===== config.mk =====
export PLATFORM = sky130hd
export DESIGN_NAME = bss_frame_encoder
export DESIGN_NICKNAME = d
export VERILOG_FILES = /design/src/rtl/bss_frame_encoder.sv
export SDC_FILE = /design/constraint.sdc
export NUM_CORES = 1
export LEC_CHECK = 0
export ABC_AREA = 1
export CAP_MARGIN = 40
export CELL_PAD_IN_SITES_DETAIL_PLACEMENT = 0
export CELL_PAD_IN_SITES_GLOBAL_PLACEMENT = 1
export CORE_UTILIZATION = 36
export CTS_CLUSTER_DIAMETER = 50
export CTS_CLUSTER_SIZE = 28
export DETAILED_ROUTE_END_ITERATION = 10
export PLACE_DENSITY = 0.78
export REMOVE_ABC_BUFFERS = 1
export SETUP_SLACK_MARGIN = 0.2
export SLEW_MARGIN = 40
export SYNTH_ARGS = -nofsm -noshare
export SYNTH_HDL_FRONTEND = slang
export SYNTH_SLANG_ARGS = --single-unit

===== constraint.sdc =====
create_clock -name clk -period 2.5 [get_ports clk]
set_input_delay 0.625 -clock clk [delete_from_list [all_inputs] [get_ports clk]]
set_output_delay 0.625 -clock clk [all_outputs]
set_load 0.02 [all_outputs]

===== src/rtl/bss_frame_encoder.sv =====
// BSS direct-inject frame encoder: latches 13 field bytes on start and streams
// STX, escaped body, escaped XOR checksum and ETX over a valid/ready byte interface.
module bss_frame_encoder #(
  parameter logic [7:0] STX_BYTE   = 8'h02,
  parameter logic [7:0] ETX_BYTE   = 8'h03,
  parameter logic [7:0] ESC_BYTE   = 8'h1B,
  parameter logic [7:0] ESC_OFFSET = 8'h80
) (
  input  logic       clk,
  input  logic       reset_n,
  input  logic       start,
  input  logic [7:0] command,
  input  logic [7:0] address_0,
  input  logic [7:0] address_1,
  input  logic [7:0] address_2,
  input  logic [7:0] address_3,
  input  logic [7:0] address_4,
  input  logic [7:0] address_5,
  input  logic [7:0] sv_0,
  input  logic [7:0] sv_1,
  input  logic [7:0] data_0,
  input  logic [7:0] data_1,
  input  logic [7:0] data_2,
  input  logic [7:0] data_3,
  output logic [7:0] tx_data,
  output logic       tx_valid,
  input  logic       tx_ready,
  output logic       busy,
  output logic       done
);

  typedef enum logic [2:0] {
    IDLE,
    SEND_STX,
    BODY,
    ESC2,
    SEND_ETX,
    DONE
  } state_t;

  state_t     state_q;
  logic [3:0] idx_q;
  logic [7:0] fields_q [13];
  logic [7:0] chk_q;
  logic [7:0] tx_data_q;
  logic       tx_valid_q;
  logic       busy_q;
  logic       done_q;

  logic [7:0] inFields [13];
  logic [7:0] inChk_d;
  logic [3:0] nextPos_d;
  logic [7:0] curByte_d;
  logic [7:0] nextByte_d;
  state_t     advState_d;
  logic [3:0] advIdx_d;
  logic [7:0] advData_d;
  logic       xfer;

  function automatic logic isSpecial(input logic [7:0] b);
    return (b == 8'h02) || (b == 8'h03) || (b == 8'h06) ||
           (b == 8'h15) || (b == 8'h1B);
  endfunction

  assign xfer = tx_valid_q && tx_ready;

  // Position 13 is the checksum; position 14 means the body is exhausted and ETX follows.
  always_comb begin
    inFields[0]  = command;
    inFields[1]  = address_0;
    inFields[2]  = address_1;
    inFields[3]  = address_2;
    inFields[4]  = address_3;
    inFields[5]  = address_4;
    inFields[6]  = address_5;
    inFields[7]  = sv_0;
    inFields[8]  = sv_1;
    inFields[9]  = data_0;
    inFields[10] = data_1;
    inFields[11] = data_2;
    inFields[12] = data_3;
    inChk_d = 8'h00;
    for (int i = 0; i < 13; i++) begin
      inChk_d = inChk_d ^ inFields[i];
    end
    nextPos_d  = (state_q == SEND_STX) ? 4'd0 : idx_q + 4'd1;
    curByte_d  = (idx_q < 4'd13) ? fields_q[idx_q] : chk_q;
    nextByte_d = (nextPos_d < 4'd13) ? fields_q[nextPos_d] : chk_q;
    if (nextPos_d == 4'd14) begin
      advState_d = SEND_ETX;
      advIdx_d   = idx_q;
      advData_d  = ETX_BYTE;
    end else begin
      advState_d = BODY;
      advIdx_d   = nextPos_d;
      advData_d  = isSpecial(nextByte_d) ? ESC_BYTE : nextByte_d;
    end
  end

  always_ff @(posedge clk or negedge reset_n) begin
    if (!reset_n) begin
      state_q    <= IDLE;
      idx_q      <= 4'd0;
      chk_q      <= 8'h00;
      tx_data_q  <= 8'h00;
      tx_valid_q <= 1'b0;
      busy_q     <= 1'b0;
      done_q     <= 1'b0;
      for (int i = 0; i < 13; i++) begin
        fields_q[i] <= 8'h00;
      end
    end else begin
      case (state_q)
        IDLE: begin
          done_q <= 1'b0;
          if (start) begin
            for (int i = 0; i < 13; i++) begin
              fields_q[i] <= inFields[i];
            end
            chk_q      <= inChk_d;
            idx_q      <= 4'd0;
            tx_data_q  <= STX_BYTE;
            tx_valid_q <= 1'b1;
            busy_q     <= 1'b1;
            state_q    <= SEND_STX;
          end
        end
        SEND_STX, ESC2: begin
          if (xfer) begin
            tx_data_q <= advData_d;
            idx_q     <= advIdx_d;
            state_q   <= advState_d;
          end
        end
        // In BODY the output holds either the raw byte or the ESC prefix for it.
        BODY: begin
          if (xfer) begin
            if (isSpecial(curByte_d)) begin
              tx_data_q <= curByte_d + ESC_OFFSET;
              state_q   <= ESC2;
            end else begin
              tx_data_q <= advData_d;
              idx_q     <= advIdx_d;
              state_q   <= advState_d;
            end
          end
        end
        SEND_ETX: begin
          if (xfer) begin
            tx_data_q  <= 8'h00;
            tx_valid_q <= 1'b0;
            busy_q     <= 1'b0;
            done_q     <= 1'b1;
            state_q    <= DONE;
          end
        end
        DONE: begin
          done_q  <= 1'b0;
          state_q <= IDLE;
        end
        default: state_q <= IDLE;
      endcase
    end
  end

  assign tx_data  = tx_data_q;
  assign tx_valid = tx_valid_q;
  assign busy     = busy_q;
  assign done     = done_q;

endmodule

==> flow_metrics.py <==
metrics = {
    "status": {
        "status": "complete, no violations",
    },
    "placement": {
        "place_hpwl_um": 19200,
        "place_area_mm2": 0.0104,
        "gp_congestion": 0.905,
        "dpl.cell_count": 1660,
        "port_buffers": 118,
    },
    "timing": {
        "tightest_slew_ns": 0.447,
        "fmax_mhz": 410,
        "finalCritPeriodShare": 0.975,
        "slew_violations": 0,
        "slew_headroom": 0.701,
        "rsz0062_at_grt": "true",
        "finClkSkew_ns": 0.00611,
        "setup_viol": 0,
        "hold_ws_ns": 0.103,
        "hold_violations": 0,
        "tns_ns": 0,
        "period_needed_ns": 2.44,
    },
    "drt": {
        "drt_pre_antenna_iters": 5,
        "vias": 8571,
        "viasPerCell": 4.96,
        "wl_um": 27700,
        "route.detailed.drc": 0,
        "wl_per_cell_um": 16.0,
        "final_antenna_net_count": 0,
        "drt_iter0_markers": 495,
    },
    "critical_path": {
        "startpoint": "idx_q[0]",
        "cpLargestDelayFamily": "simple AND/OR/NAND/NOR gates",
        "crit_buf_inv": 5,
        "setup.worst_path.end_class": "register",
        "slowest_delay_ns": 0.45,
        "slowest_stage": "dfrtp_2",
        "timing.rr.start": "idx_q[0]",
        "cp_cell_sequence": "buf_6, buf_12, nor3_4, buf_6, a21oi_1, nand2_1, nand3_2, nand2_1, o21ai_2, o21ai_1, nand2_2, nor2_4, inv_4, nand3_4, inv_6, nand3_1, o21ai_1",
        "startpoint_type": "register",
        "worstPathRequired_ns": 2.82,
        "crit_type": "reg -> reg",
        "cp.arrival_ns": 2.75,
        "critPathMaxFanout": 8,
    },
    "cells_and_area": {
        "nets": 1513,
        "final_layout_size_suffix_gt1_frac": 0.154,
        "area_growth_syn_to_layout_pct": 38.8,
        "mostFrequentLayoutCells": "nand2_1, nand3_1, dfrtp_1, clkdlybuf4s50_1, inv_1",
        "stdcell_count": 1728,
        "fillers": 2281,
        "layout_commonest_cell": "nand2_1",
        "final_area_mm2": 0.0117,
        "final_core_util": 0.514,
        "diodes": 0,
    },
    "clocking": {
        "cts_hold_buf": 0,
        "clkTransAtPathRegs_ns": 0.06,
        "cts.path.max_buffers": 2,
        "cts_buffers": 17,
        "h-tree-depth": 4,
        "cts_sinks": 129,
        "clk_latency_ns": 0.43,
        "cts_tree": "built",
        "root_buffer": "clkbuf_16",
    },
    "floorplan": {
        "floorplan.rows": 55,
        "io_pins": 119,
        "start_util": 0.370,
        "die_area_mm2": 0.0241,
        "die_w_um": 155,
        "core_mm2": 0.0228,
        "die_y_um": 155,
    },
    "synth": {
        "synth_top_area_share": 0.381,
        "async_flop_share": 1.00,
        "ys.flop_type": "dfrtp_1",
        "ys_seq_area_frac": 0.381,
        "synth_top_area_cell": "dfrtp_1",
        "synth.avg_cell_area_um2": 6.91,
        "synth_cell_types": 33,
        "synthTopCellsByArea": "dfrtp_1, nand2_1, nand3_1, xnor2_1, o21ai_0",
        "yosys_warnings": 0,
        "synth_seq_cells": 129,
        "postSynthCellCount": 1225,
        "netlist_area_mm2": 0.00846,
        "synth_edf_count": 0,
    },
    "global_route": {
        "grt_max_degree": 54,
        "gr-total-overflow": 0,
        "antenna_found_initial": 0,
        "grt_usage": 0.234,
        "grt_pass1_wl_um": 44000,
        "grt_pass1_vias": 8339,
    },
    "worst_hold_path": {
        "hp-class": "in -> async",
    },
    "pwr": {
        "p_leak_nw": 5.57,
        "p_per_area_mw_per_mm2": 1430,
        "peakVddDrop_mv": 0.560,
    },
    "flow_run": {
        "cap_violations": 0,
    },
}
where the power goes:
part,leakage [nW],internal (W),switching [W]
clock,0.267,0.00149,0.000995
combinational,3.70,0.00450,0.00610
sequential,1.60,0.00306,0.000661
total,5.57,0.00905,0.00775
state kept, by name (all words and copies together) (netlist names):
signal    count
state_q       3
done          1
fields_q    104
idx_q         4
chk_q         8
tx_data       8
busy          1
through the flow:
stage	power (W)	setup slack, ns
after floorplan	0.00872	-2.07
after global placement	0.0121	-0.170
after detailed placement	0.0122	-0.199
after CTS	0.0158	0.108
after global routing	0.0181	-0.0848
final	0.0168	0.0636
area by class of cell:
class | count | area, um2 | area share
tap | 313 | 392 | 0.0334
sequential | 129 | 3230 | 0.275
multi-input combinational | 924 | 4740 | 0.404
inverter | 108 | 423 | 0.0360
timing repair buffer | 223 | 2380 | 0.203
clock inverter | 13 | 138 | 0.0117
clock buffer | 18 | 439 | 0.0374
logic make-up after synthesis:
kind of cell,synth area share
buf+inv,0.0889
xor+xnor,0.0921
compound gates,0.0954
simple gates,0.339
flops,0.381
fa+ha+maj,0.00296
synth_stat cells, types with 3 or more instances:
library cell	n
buf_1	3
buf_2	25
nand3_1	155
xnor2_1	60
o21ai_1	6
inv_1	100
o21ai_0	93
nand2_1	461
buf_4	8
dfrtp_1	129
a21oi_1	29
nor2_1	44
xor2_1	29
clkbuf_1	22
o211ai_1	14
nand3b_1	6
nand4_1	4
buf_6	6
inv_2	8
timing repair:
item / in CTS / in global routing
hold endpoints to repair: 0 / 0
endpoints found under the setup margin: 15 / 15
pin swaps: 19 / 29
cloned: 2 / 5
resized for setup: 55 / 57
setup buffers: 22 / 8
per-layer routing:
metal,track usage,vias up,part of all wire
met2,0.379,285,0.45
met5,0,-,0
met3,0.0396,45,0.056
met4,0.0719,0,0.021
met1,0.320,3989,0.47
li1,-,4252,-
path summary, 6_finish.rpt:
kind | to | slack [ns] | depth (start not counted)
worst min-delay path | fields_q[92] | 0.10 | 1
max in group asynchronous | idx_q[0] | 1.74 | 2
worst max-delay path | idx_q[3] | 0.06 | 17
min in group clk | fields_q[28] | 0.49 | 2
worst min register to register | fields_q[28] | 0.49 | 2
worst max register to register | idx_q[3] | 0.06 | 17
No activity file was read; power rests on OpenSTA's default activity.
